File: src/rtl/qkd_pingpong_capture.sv
// N-bank round-robin capture buffer between the QKD sample stream and the RAM s1 write ports.
// Banks close on full, in_last or flush; the HPS reader hands them back through bank_release.
module qkd_pingpong_capture #(
  parameter int unsigned DATA_W       = 16,
  parameter int unsigned ADDR_W       = 13,
  parameter int unsigned DEPTH        = 8192,
  parameter int unsigned NUM_BANKS    = 2,
  parameter int unsigned DROP_ON_FULL = 0
) (
  input  logic                            clk_clk,
  input  logic                            reset_reset,
  input  logic                            enable,
  input  logic                            in_valid,
  output logic                            in_ready,
  input  logic [DATA_W-1:0]               in_data,
  input  logic                            in_last,
  input  logic                            flush,
  output logic [ADDR_W-1:0]               bank_address,
  output logic [DATA_W-1:0]               bank_writedata,
  output logic [DATA_W/8-1:0]             bank_byteenable,
  output logic [NUM_BANKS-1:0]            bank_chipselect,
  output logic                            bank_write,
  output logic                            bank_clken,
  output logic [NUM_BANKS-1:0]            bank_full,
  output logic [NUM_BANKS*(ADDR_W+1)-1:0] bank_len,
  input  logic [NUM_BANKS-1:0]            bank_release,
  output logic [2:0]                      active_bank,
  output logic [15:0]                     drop_count
);

  localparam int unsigned      LEN_W        = ADDR_W + 1;
  localparam logic [0:0]       ST_FILL      = 1'b0;
  localparam logic [0:0]       ST_WAIT_FREE = 1'b1;
  localparam logic [LEN_W-1:0] FULL_LEN     = LEN_W'(DEPTH);
  localparam logic [2:0]       LAST_BANK    = 3'(NUM_BANKS - 1);

  logic [0:0]           state;
  logic [ADDR_W-1:0]    wr_ptr;
  logic                 close_pend;
  logic [2:0]           close_bank;
  logic [LEN_W-1:0]     close_len_q;

  logic                 accept;
  logic                 fill_accept;
  logic                 drop_accept;
  logic                 close_now;
  logic [LEN_W-1:0]     ptr_ext;
  logic [LEN_W-1:0]     ptr_inc;
  logic [LEN_W-1:0]     close_len;
  logic [2:0]           next_bank;
  logic [7:0]           sel_active;
  logic [7:0]           sel_pend;
  logic [7:0]           full_nxt_pad;
  logic [NUM_BANKS-1:0] rel_eff;
  logic [NUM_BANKS-1:0] full_nxt;

  assign bank_clken = 1'b1;
  assign in_ready   = !reset_reset && enable && ((state == ST_FILL) || (DROP_ON_FULL != 0));

  always_comb begin
    accept      = in_valid && in_ready;
    fill_accept = accept && (state == ST_FILL);
    drop_accept = accept && (state == ST_WAIT_FREE);
    ptr_ext     = {1'b0, wr_ptr};
    ptr_inc     = ptr_ext + LEN_W'(1);
    close_len   = fill_accept ? ptr_inc : ptr_ext;
    close_now   = (state == ST_FILL) &&
                  (fill_accept ? ((ptr_inc == FULL_LEN) || in_last || flush)
                               : (flush && (wr_ptr != '0)));
    next_bank   = (active_bank == LAST_BANK) ? 3'd0 : active_bank + 3'd1;
    sel_active  = 8'd1 << active_bank;
    sel_pend    = close_pend ? (8'd1 << close_bank) : 8'd0;
    // A closed bank counts as busy during the cycle before its full flag is published,
    // so back-to-back short frames can never wrap onto it.
    rel_eff      = bank_release & bank_full;
    full_nxt     = (bank_full & ~rel_eff) | sel_pend[NUM_BANKS-1:0];
    full_nxt_pad = 8'(full_nxt);
  end

  always_ff @(posedge clk_clk) begin
    if (reset_reset) begin
      state           <= ST_FILL;
      wr_ptr          <= '0;
      active_bank     <= '0;
      close_pend      <= 1'b0;
      close_bank      <= '0;
      close_len_q     <= '0;
      bank_write      <= 1'b0;
      bank_address    <= '0;
      bank_writedata  <= '0;
      bank_byteenable <= '0;
      bank_chipselect <= '0;
      bank_full       <= '0;
      bank_len        <= '0;
      drop_count      <= '0;
    end else begin
      bank_write      <= fill_accept;
      bank_byteenable <= fill_accept ? '1 : '0;
      bank_chipselect <= fill_accept ? sel_active[NUM_BANKS-1:0] : '0;
      if (fill_accept) begin
        bank_address   <= wr_ptr;
        bank_writedata <= in_data;
      end

      // Full flag trails the last write strobe by one cycle so the RAM already holds the data.
      bank_full <= full_nxt;
      for (int unsigned b = 0; b < NUM_BANKS; b++) begin
        if (sel_pend[b]) bank_len[b*LEN_W +: LEN_W] <= close_len_q;
      end
      close_pend <= close_now;
      if (close_now) begin
        close_bank  <= active_bank;
        close_len_q <= close_len;
      end

      if (close_now) begin
        wr_ptr      <= '0;
        active_bank <= next_bank;
        state       <= full_nxt_pad[next_bank] ? ST_WAIT_FREE : ST_FILL;
      end else if (fill_accept) begin
        wr_ptr <= wr_ptr + ADDR_W'(1);
      end else if ((state == ST_WAIT_FREE) && !full_nxt_pad[active_bank]) begin
        state <= ST_FILL;
      end

      if (drop_accept && (drop_count != 16'hFFFF)) drop_count <= drop_count + 16'd1;
    end
  end

endmodule

File: config.mk
export PLATFORM = sky130hd
export DESIGN_NAME = qkd_pingpong_capture
export DESIGN_NICKNAME = d
export VERILOG_FILES = /design/src/rtl/qkd_pingpong_capture.sv
export SDC_FILE = /design/constraint.sdc
export NUM_CORES = 1
export LEC_CHECK = 0
export ABC_AREA = 1
export BUFFER_PORTS_ARGS = -buffer_cell sky130_fd_sc_hd__buf_2
export CAP_MARGIN = 20
export CORE_ASPECT_RATIO = 0.6
export CORE_MARGIN = 10
export CORE_UTILIZATION = 50
export CTS_CLUSTER_DIAMETER = 200
export DETAILED_ROUTE_END_ITERATION = 16
export PLACE_DENSITY = 0.77
export SYNTH_ARGS = -nofsm -noshare
export SYNTH_HDL_FRONTEND = slang
export SYNTH_SLANG_ARGS = --single-unit
File: constraint.sdc
create_clock -name clk_clk -period 3.5 [get_ports clk_clk]
set_clock_uncertainty 0.2 [all_clocks]
set_input_delay 0.35 -clock clk_clk [delete_from_list [all_inputs] [get_ports clk_clk]]
set_output_delay 0.35 -clock clk_clk [all_outputs]
set_load 0.01 [all_outputs]
# [Word-level counts from Yosys, hierarchy flattened]
# Cells that the tools add are included.
[totals] wordCells=64 output_inout_bits=85 input_bits=24 regBits=115
[classes] n_lt_le_gt_ge=2 eq_ne=4 bitwise_logic=6 addsub=4 n_mux=13 n_shift=2 reduce_logical=18
[op_table] op="16-bit by 1-bit adder with 16-bit output, second input constant" n=1
[op_table] op="16-bit != test, second input constant" n=1
[op_table] op="13-bit by 1-bit adder with 14-bit output, second input constant" n=1
[op_table] op="14-bit equality test, second input constant" n=1
[op_table] op="14-bit two-way mux" n=1
[op_table] op="13-bit by 1-bit adder with 13-bit output, second input constant" n=1
[op_table] op="13-bit nonzero test" n=1
[op_table] op="1-bit logical AND" n=9
[op_table] op="3-bit by 4-bit less-than comparator with 1-bit output, second input constant" n=2
[op_table] op="1-bit two-way mux" n=7
[op_table] op="1-bit binary-select mux with 3-bit select" n=2
[op_table] op="1-bit by 3-bit left shift with 2-bit output, first input constant" n=2
[op_table] op="2-bit bitwise AND" n=2
[op_table] op="2-bit two-way mux" n=2
[op_table] op="2-bit OR reduction" n=2
[op_table] op="3-bit by 1-bit adder with 3-bit output, second input constant" n=1
[op_table] op="3-bit by 1-bit equality test with 1-bit output, second input constant" n=1
[op_table] op="3-bit two-way mux" n=1
[op_table] op="1-bit logical NOT" n=2
[op_table] op="1-bit logical OR" n=2
[op_table] op="2-bit by 1-bit != test with 1-bit output, second input constant" n=1
[op_table] op="1-bit NOT" n=2
[op_table] op="2-bit NOT" n=1
[op_table] op="2-bit OR" n=1
[op_table] op="2 further kinds" n=2

# [Longest topological paths before layout]
[logic_depth] depth_word=11 depth_mapped=11

# [Least setup slack after synthesis]
# OpenSTA, ideal clock, no wires.
[synth_path] path_kind="reg-to-reg" from="register wr_ptr[0]" to="register active_bank[0]" setup_slack_ns=1.783 n_path_buf=1 stages_incl_launch_ff=12 arrival_ns=1.392 required_time_ns=3.175 path_cell_list="dfxtp_1 ha_1 nand3_2 nor2_2 nand2_1 nand2_1 nand2_1 nand2_2 nand2_2 buf_6 nand3_1 o21ai_2"
[synth_between] elab_chain_len=6 word_cells_on_any_way=8 cone_classes="add/sub (1); eq/ne (1); mux (1); reduce/logical (5)"
[synth_rtl] item="start: declaration" line_no="38" text="logic [ADDR_W-1:0] wr_ptr;"
[synth_rtl] item="start signal: assignment" line_no="121" text="wr_ptr <= wr_ptr + ADDR_W'(1);"
[synth_rtl] item="13-bit by 1-bit adder with 14-bit output" line_no="65" text="ptr_inc = ptr_ext + LEN_W'(1);"
[synth_rtl] item="14-bit equality test" line_no="68" text="(fill_accept ? ((ptr_inc == FULL_LEN) || in_last || flush)"
[synth_rtl] item="1-bit logical OR (2 in series)" line_no="68"
[synth_rtl] item="1-bit two-way mux *" line_no="68"
[synth_rtl] item="1-bit logical AND *" line_no="67" text="close_now = (state == ST_FILL) &&"
[synth_rtl] item="end signal: assignment" line_no="118" text="active_bank <= next_bank;"
[synth_rtl] item="end: declaration" line_no="27" text="output logic [2:0] active_bank,"
# Every way passes the cells marked *; elsewhere a longest branch is shown, timed or not.
# A chain may end at the register's enable or synchronous reset.

# [Final worst setup path]
[layout_path] from="register wr_ptr[0]" to="register wr_ptr[4]"
[layout_between] elab_chain_len=7 word_cells_on_any_way=10 cone_classes="add/sub (2); eq/ne (1); mux (1); reduce/logical (6)"
[layout_rtl] item="13-bit by 1-bit adder with 14-bit output" line_no="65"
[layout_rtl] item="14-bit equality test" line_no="68"
[layout_rtl] item="1-bit logical OR (2 in series)" line_no="68"
[layout_rtl] item="1-bit two-way mux" line_no="68"
[layout_rtl] item="1-bit logical AND" line_no="67"
[layout_rtl] item="2-bit OR reduction (no line)"
# Parallel ways exist; a longest one is shown, timed or not.

==> impl_metrics.json <==
{
  "run_status": "finished, final reports clean",
  "yosys-top-cells-area": "dfxtp_1 52%, nand2_1 7.4%, a21oi_1 6.6%, inv_1 6.0%, o21ai_0 5.6%",
  "finalSetupTns_ns": 0,
  "port_buffers": 107,
  "root_buffer": "clkbuf_16",
  "worst_pin_slew_ns": 0.767,
  "vias_per_cell": 4.93,
  "drive_gt1_share_pct": 25.4,
  "relSlewSlack_pct": 48.8,
  "drv_slew": 0,
  "drc": 0,
  "grt_pass1_vias": 3750,
  "critPathMaxFanout": 21,
  "p_total_w": 0.00321,
  "drt_wl_total_mm": 11.1,
  "synth.most_common_cell": "dfxtp_1",
  "ys_async_sr_fraction_pct": 0,
  "clockBufferDepth": 2,
  "syn_area_um2": 4320,
  "nets": 674,
  "period_needed_ns": 2.28,
  "synth_ff_type": "dfxtp_1",
  "synth.avg_cell_area_um2": 8.02,
  "numCtsBuffers": 17,
  "path_class": "flop to flop",
  "die_h_um": 92.0,
  "diodes": 0,
  "cap_violations": 0,
  "synth_cell_types": 29,
  "floorplan.initialDensity_pct": 51.1,
  "post_cts_buffers": 0,
  "antenna_found_initial": 0,
  "wl_per_cell_um": 14.4,
  "slowest_delay_ns": 0.43,
  "netlist_instances": 539,
  "synth_edf_count": 0,
  "dieWidth_um": 140,
  "grtUsageTotal_pct": 17.4,
  "power_density_nw_per_um2": 583,
  "clock_latency_ns": 0.41,
  "postCtsHoldBufs": 14,
  "cts_resized": 0,
  "synth_top_area_share_pct": 52.4,
  "power.leakage_nw": 2.42,
  "yosysSeqAreaShare_pct": 52.4,
  "grt_pass1_wl_mm": 18.3,
  "rsz0062_at_grt": "no",
  "nFillCells": 697,
  "yosysTopAreaCell": "dfxtp_1",
  "vias": 3793,
  "hpwl_mm": 7.66,
  "cp-end-kind": "flop",
  "io_pins": 109,
  "synth.net_count": 565,
  "place_area_um2": 4830,
  "area_growth_pct": 27.7,
  "core_region_area_um2": 8460,
  "synth_commonest_cells": "113 x dfxtp_1, 85 x nand2_1, 69 x inv_1",
  "routabilityCongestion": 0.921,
  "hold_viol_final": 0,
  "yosys_warnings": 0,
  "ys_seq_elements": 113,
  "drt_iter0_markers": 305,
  "h-tree-depth": 4,
  "worstPathArrival_ns": 2.35,
  "dieArea_um2": 12900,
  "clock.fmax_mhz": 439,
  "cts.sinks": 113,
  "grt-ovfl-total": 0,
  "drt-pass1-iter-count": 5,
  "cp.required_ns": 3.58,
  "rows": 26,
  "finalCritPeriodShare_pct": 65.1,
  "grt_max_degree": 52,
  "cts_tree": "yes",
  "ant_nets": 0,
  "final_area_um2": 5520,
  "path_cells": "ha_1 > nand3_2 > nor2_2 > nand2_1 > nand2_1 > nand2_1 > nand2_2 > nand2_2 > nand2_2 > nor2_1",
  "crit_slowest_cell": "dfxtp_1",
  "hp-class": "input port to flop",
  "ir_drop_v": 0.000348,
  "setup_viol": 0,
  "clkSlewWorstSetupHoldPaths_ns": 0.05,
  "crit_path_start_kind": "flop"
}
worst max-delay path, delay by kind of cell (launching register included):
kind,cells,cell delay (ns)
fa+ha+maj,1,0.25
simple gates,9,1.26
flops,1,0.43
where the power goes:
part / internal, W / switching, W
registers: 0.00134 / 0.0000371
clock network: 0.00103 / 0.000546
logic: 0.0000931 / 0.000169
total: 0.00246 / 0.000752
through the flow:
step | utilization (%) | instances | setup WS [ns] | hold WS (ns)
after global routing | 65.2 | 770 | 0.969 | 0.0280
after CTS | 65.2 | 770 | 1.23 | 0.000949
final | 65.2 | 770 | 1.22 | 0.0232
after detailed placement | 57.1 | 727 | 1.02 | 0.210
after floorplan | - | 539 | 1.78 | 0.247
after global placement | 57.1 | 727 | 1.11 | 0.208
registers in the layout (all words and copies together), names as in the netlist:
register,count
bank_writedata,16
wr_ptr,13
bank_address,13
bank_len,28
active_bank,3
close_pend,1
close_bank,3
bank_chipselect,2
drop_count,16
bank_byteenable,1
bank_full,2
close_len_q,14
state,1
routing by layer:
metal	up-vias	routed length, um	track usage [%]
met1	1705	5350	23.1
met2	141	4460	23.8
met4	0	165	6.59
met3	16	1100	8.50
li1	1931	-	-
met5	-	0	0
cell families after synthesis:
logic type / count (synthesis) / share of synthesized area, %
mux: 1 / 0.232
other cells: 1 / 0.0868
flops: 113 / 52.4
fa+ha+maj: 2 / 0.579
xor+xnor: 8 / 1.62
compound gates: 128 / 16.6
simple gates: 180 / 17.9
buf+inv: 106 / 10.7
area by class of cell:
| class | instances | area, um^2 | area share [%] |
|---|---|---|---|
| Sequential cell | 113 | 2260 | 41.0 |
| Multi-Input combinational cell | 320 | 1600 | 29.0 |
| Timing Repair Buffer | 125 | 706 | 12.8 |
| Clock buffer | 23 | 488 | 8.84 |
| Inverter | 71 | 267 | 4.83 |
| Tap cell | 112 | 140 | 2.54 |
| Clock inverter | 6 | 57.6 | 1.04 |
worst paths after layout:
check / start / endpoint / slack [ns] / cells past startpoint
hold reg to reg: drop_count[0] / drop_count[0] / 0.22 / 2
setup reg to reg: wr_ptr[0] / wr_ptr[4] / 1.22 / 10
hold / removal: in_data[15] / bank_writedata[15] / 0.02 / 3
setup / recovery: wr_ptr[0] / wr_ptr[4] / 1.22 / 10
cell usage in the layout, fill, tap and decap left out, drive strengths merged, types with 8 or more instances in the layout:
cell type / Yosys / final
dfxtp: 113 / 113
nand3: 33 / 33
buf: 14 / 111
inv: 71 / 71
a21oi: 57 / 57
dlygate4sd3: 0 / 14
clkbuf: 21 / 23
nor2: 48 / 48
o21ai: 69 / 69
xor2: 8 / 8
nand2: 89 / 89
(Power assumes the default switching activity.)
